--- src/rtl/rca_share_ctrl.sv ---
`default_nettype none
// ============================================================================
// Module : rca_share_ctrl
// Round-robin sharing of one fixed-latency pipelined adder among NUM_REQ
// requesters, with tagged result return and an enable/drain controller.
// Rev    : 1.0  initial release
// ============================================================================
module rca_share_ctrl #(
  parameter int WIDTH   = 4,
  parameter int NUM_REQ = 4,
  parameter int LATENCY = 3
) (
  input  logic                     clk,
  input  logic                     rst,
  input  logic                     en_i,
  input  logic [NUM_REQ-1:0]       req_valid_i,
  output logic [NUM_REQ-1:0]       req_ready_o,
  input  logic [NUM_REQ*WIDTH-1:0] req_a_i,
  input  logic [NUM_REQ*WIDTH-1:0] req_b_i,
  output logic [WIDTH-1:0]         add_a_o,
  output logic [WIDTH-1:0]         add_b_o,
  input  logic [WIDTH:0]           add_sum_i,
  output logic [NUM_REQ-1:0]       rsp_valid_o,
  output logic [WIDTH:0]           rsp_sum_o,
  output logic                     busy_o,
  output logic                     drain_done_o,
  output logic [15:0]              ops_cnt_o
);

  localparam int IDW = (NUM_REQ > 1) ? $clog2(NUM_REQ) : 1;

  typedef enum logic [1:0] {
    ST_IDLE  = 2'd0,
    ST_RUN   = 2'd1,
    ST_DRAIN = 2'd2
  } state_e;

  state_e           state_q;
  logic [IDW-1:0]   ptr_q;
  logic [IDW-1:0]   ptr_d;
  logic [WIDTH-1:0] add_a_q;
  logic [WIDTH-1:0] add_b_q;
  logic [15:0]      ops_cnt_q;
  logic             drain_done_q;

  // Tag pipe: entry 0 is the issue slot, entry LATENCY lines up with add_sum.
  logic [LATENCY:0] tag_vld_q;
  logic [IDW-1:0]   tag_id_q [LATENCY+1];

  logic             fire_d;
  logic [IDW-1:0]   gnt_id_d;
  logic [IDW-1:0]   scan_id;
  logic             busy_w;

  // Scan offsets high to low so the lowest offset from ptr wins.
  always_comb begin : grant_arb
    fire_d      = 1'b0;
    gnt_id_d    = '0;
    scan_id     = '0;
    req_ready_o = '0;
    if (state_q == ST_RUN) begin
      for (int off = NUM_REQ - 1; off >= 0; off--) begin
        scan_id = IDW'((int'(ptr_q) + off) % NUM_REQ);
        if (req_valid_i[scan_id]) begin
          fire_d   = 1'b1;
          gnt_id_d = scan_id;
        end
      end
      if (fire_d) begin
        req_ready_o[gnt_id_d] = 1'b1;
      end
    end
  end

  always_comb begin : ptr_next
    ptr_d = (gnt_id_d == IDW'(NUM_REQ - 1)) ? '0 : gnt_id_d + 1'b1;
  end

  assign busy_w = |tag_vld_q;

  always_ff @(posedge clk or posedge rst) begin : ctrl_fsm
    if (rst) begin
      state_q      <= ST_IDLE;
      ptr_q        <= '0;
      add_a_q      <= '0;
      add_b_q      <= '0;
      ops_cnt_q    <= '0;
      drain_done_q <= 1'b0;
    end else begin
      drain_done_q <= 1'b0;
      case (state_q)
        ST_IDLE: begin
          if (en_i) state_q <= ST_RUN;
        end
        ST_RUN: begin
          if (!en_i) state_q <= ST_DRAIN;
        end
        ST_DRAIN: begin
          if (en_i) begin
            state_q <= ST_RUN;
          end else if (!busy_w) begin
            state_q      <= ST_IDLE;
            drain_done_q <= 1'b1;
          end
        end
        default: state_q <= ST_IDLE;
      endcase
      if (fire_d) begin
        add_a_q   <= req_a_i[int'(gnt_id_d)*WIDTH +: WIDTH];
        add_b_q   <= req_b_i[int'(gnt_id_d)*WIDTH +: WIDTH];
        ptr_q     <= ptr_d;
        ops_cnt_q <= ops_cnt_q + 16'd1;
      end
    end
  end

  // Bubbles shift in on idle cycles so the tag stays aligned with the adder.
  always_ff @(posedge clk or posedge rst) begin : tag_pipe
    if (rst) begin
      tag_vld_q <= '0;
      for (int s = 0; s <= LATENCY; s++) begin
        tag_id_q[s] <= '0;
      end
    end else begin
      tag_vld_q[0] <= fire_d;
      tag_id_q[0]  <= gnt_id_d;
      for (int s = 1; s <= LATENCY; s++) begin
        tag_vld_q[s] <= tag_vld_q[s-1];
        tag_id_q[s]  <= tag_id_q[s-1];
      end
    end
  end

  always_comb begin : rsp_decode
    rsp_valid_o = '0;
    if (tag_vld_q[LATENCY]) begin
      rsp_valid_o[tag_id_q[LATENCY]] = 1'b1;
    end
  end

  assign rsp_sum_o    = add_sum_i;
  assign add_a_o      = add_a_q;
  assign add_b_o      = add_b_q;
  assign busy_o       = busy_w;
  assign drain_done_o = drain_done_q;
  assign ops_cnt_o    = ops_cnt_q;

endmodule
`default_nettype wire
--- config.mk ---
export PLATFORM = sky130hd
export DESIGN_NAME = rca_share_ctrl
export DESIGN_NICKNAME = d
export VERILOG_FILES = /design/src/rtl/rca_share_ctrl.sv
export SDC_FILE = /design/constraint.sdc
export NUM_CORES = 1
export LEC_CHECK = 0
export CAP_MARGIN = 20
export CORE_MARGIN = 2
export CORE_UTILIZATION = 46
export CTS_BUF_LIST = sky130_fd_sc_hd__clkbuf_16
export DETAILED_ROUTE_END_ITERATION = 8
export PLACE_DENSITY = 0.85
export SLEW_MARGIN = 10
export SYNTH_ARGS = -nofsm -noshare
export SYNTH_HDL_FRONTEND = slang
export SYNTH_SLANG_ARGS = --single-unit
--- constraint.sdc ---
create_clock -name clk -period 3 [get_ports clk]
set_input_delay 0.6 -clock clk [delete_from_list [all_inputs] [get_ports clk]]
set_output_delay 0.6 -clock clk [all_outputs]
set_load 0.01 [all_outputs]
==> qor.csv, run 1 <==
metric;value;unit
status;finished, final reports clean;
dpl cells;320;
Worst VDD drop;0.482;mV
Overflow after GRT;0;
endpoint with the worst hold slack;tag_id_q[1];
number of synthesized flops with an enable pin;0;
post-synthesis async set-or-reset flop share;100;%
startpoint class of the critical path;input port;
slowest cell on the critical path;sky130_fd_sc_hd__or4b_4;
post-route cell area;0.00307;mm2
synthesized instance count;194;
max-cap viol count;0;
critical path required time;2.40;ns
HPWL reported at the end of detailed placement;3750;um
global-route wire length before repair;8590;um
die extent in x;70.6;um
Max Clock Skew;0.00196;ns
final weighted congestion of routability-driven global placement;0.807;
antenna violations before repair;0;
violation count after the first detailed-routing iteration;111;
worst-case reg-to-reg path depth;6;
synthesis-to-layout area growth;50.8;%
number of warnings issued by yosys;0;
maximum clock path buffer count;2;
Yosys cell types;36;
average cell area after synthesis;10.5;um2
total nets after synthesis;239;
instance count along the most critical hold path;0;
setup repair after global routing missed its margin;false;
maximum achievable frequency;0.344;GHz
FF-to-FF setup slack;1.04;ns
final count of negative-setup-slack endpoints;0;
Global Route Usage Sum;21.8;%
flops & latches, synth;41;
FF-to-FF Start;state_q[0];
number of standard-cell rows in the floorplan;24;
cell accounting for the most synthesized area;sky130_fd_sc_hd__dfrtp_1;
CTS root buf;sky130_fd_sc_hd__clkbuf_16;
Std-Cell Core Area;0.00432;mm2
cell area after placement;0.00290;mm2
worst path bufs/invs;2;
Leak Pwr;1.37;nW
number of routed nets with antenna violations;0;
H-Tree Depth;2;
most frequently used flop master after synthesis;sky130_fd_sc_hd__dfrtp_1;
number of I/O pins;83;
Initial Utilization;47.1;%
setup slack of the critical path after layout;0.0939;ns
drt pass-1 iters;4;
Final min period;2.91;ns
final core utilization;71.1;%
clock slew at the register clock pins of the worst setup and hold paths;0.05;ns
pwr/cell area;711;mW/mm2
layout cells sized above 1;14.1;%
proportion of netlist area held by the largest area contributor;50.3;%
final hold viol count;0;
slew of the pin with the lowest slew margin;0.700;ns
register area;0.00103;mm2
share of synthesized area occupied by flip-flops and latches;50.3;%
DR DRC count;0;
die outline height;70.6;um
worst hold start;tag_id_q[3];
critical path peak fanout;3;
Worst Setup Slack post-DPL;-0.209;ns
Worst Path Arrival;2.31;ns
clock tree from TritonCTS;yes;
hold buffer count at cts;0;
area of the multi-input gates;967;um2
Die Footprint;0.00498;mm2
via count;1825;
clock buffer count from CTS;5;
fill cell count;341;
commonest cells in the synthesized netlist;41 x sky130_fd_sc_hd__dfrtp_1, 21 x sky130_fd_sc_hd__nand3_1, 12 x sky130_fd_sc_hd__nand4_1;
number of slew-limit violations in the final report;0;
number of buffer cells added on primary ports;72;
pin count of the biggest net entering global routing;26;
Post-Synthesis Cell Area;0.00204;mm2
worst path cell trace;clkdlybuf4s50_1 > nor2b_2 > or4b_4 > nand2_4 > and3_1 > dlygate4sd2_1;
antenna cell count;0;
top cells by area, synth;sky130_fd_sc_hd__dfrtp_1 50%, sky130_fd_sc_hd__nand3_1 5.2%, sky130_fd_sc_hd__xnor2_1 4.3%;
path type of the worst min-delay path;register to register;
Post-CTS Setup Repair Bufs;0;
number of nets in the layout;320;
most used standard cell by instance count after synthesis;sky130_fd_sc_hd__dfrtp_1;
Post-Route WL;5230;um
sinks on the clock net;41;
via count of the first global-routing pass;1795;
stage delay of the slowest cell on the critical path;0.55;ns
Final Cycle Share;96.9;%
remaining max-slew budget at the tightest pin;53.3;%
vias per cell;5.56;
worst skew pair latency;0.28;ns
terminus of the critical flop-to-flop path;ops_cnt_o[13];
kind of critical path;input port to output port;
nature of the critical path endpoint;output port;
count of placed standard cells in the final layout, fillers left out;328;
Worst path top cell family by delay;simple AND/OR/NAND/NOR gates;
average detailed-routed wire length per instance;15.9;um
## stage by stage
| stage | hold WS [ns] | total power, mW | TNS (ns) |
|---|---|---|---|
| after global routing | 0.359 | 2.31 | 0 |
| after global placement | 0.331 | 1.64 | -0.402 |
| final | 0.346 | 2.19 | 0 |
| after CTS | 0.347 | 2.19 | 0 |
| after detailed placement | 0.335 | 1.66 | -0.666 |
| after floorplan | 0.331 | 1.23 | 0 |
## logic make-up after synthesis
logic type / share of synthesized area (%)
simple gates: 24.9
flops: 50.3
compound gates: 12.0
buf+inv: 5.28
xor+xnor: 6.88
fa+ha+maj: 0.614
## repair_timing
action,CTS,global route
endpoints found under the hold margin,0,0
resized for setup,15,0
endpoints found under the setup margin,4,0
## cell usage in the layout, fill, tap and decap left out, drive strengths merged, types with 9 or more instances in the layout
cell / instances
clkdlybuf4s50: 67
dfrtp: 41
nand3: 21
buf: 18
nand4: 12
nor2: 11
xnor2: 10
nor2b: 9
## state kept, by name, summed over array words and instances, names as in the netlist
| name | count |
|---|---|
| ops_cnt_o | 16 |
| tag_id_q | 8 |
| add_a_o | 4 |
| add_b_o | 4 |
| tag_vld_q | 4 |
| ptr_q | 2 |
| state_q | 2 |
| drain_done_o | 1 |
## routing by layer
metal	wire length (um)	track usage, %	vias to the layer above
met2	2560	35.7	67
met1	2290	29.8	890
li1	-	-	863
met4	33	4.40	0
met5	0	0	-
met3	336	5.70	5
## where the power goes
group          total, mW  internal (mW)  switching, mW
combinational      0.883          0.468          0.416
sequential         0.804          0.681          0.122
clock              0.498          0.300          0.198
## layout make-up
cell class / instances / area share [%]
clock buffer: 5 / 4.07
clock inverter: 3 / 0.407
inverter: 4 / 0.489
multi-input combinational: 133 / 31.5
sequential: 41 / 33.4
tap: 52 / 2.12
timing repair buffer: 90 / 28.1
## worst max path at each step
stage	slack, ns	to	cells past startpoint	start
global route	0.03	req_ready_o[0]	6	req_valid_i[2]
floorplan	0.59	req_ready_o[3]	5	req_valid_i[2]
finish	0.09	req_ready_o[1]	6	req_valid_i[2]
global placement	-0.17	req_ready_o[1]	6	req_valid_i[2]
CTS	0.09	req_ready_o[1]	6	req_valid_i[2]
detailed placement	-0.21	req_ready_o[3]	7	req_valid_i[1]
Power figures use the tool's default switching activity.
==> run 2: changes to the inputs <==
--- a/config.mk
+++ b/config.mk
@@ -11,7 +11,7 @@
 export CTS_BUF_LIST = sky130_fd_sc_hd__clkbuf_16
 export DETAILED_ROUTE_END_ITERATION = 8
 export PLACE_DENSITY = 0.85
-export SLEW_MARGIN = 10
+export SLEW_MARGIN = 20
 export SYNTH_ARGS = -nofsm -noshare
 export SYNTH_HDL_FRONTEND = slang
 export SYNTH_SLANG_ARGS = --single-unit
==> results of run 2 <==
Same layout as run 1: the final DEF is identical, and so are final timing and power.
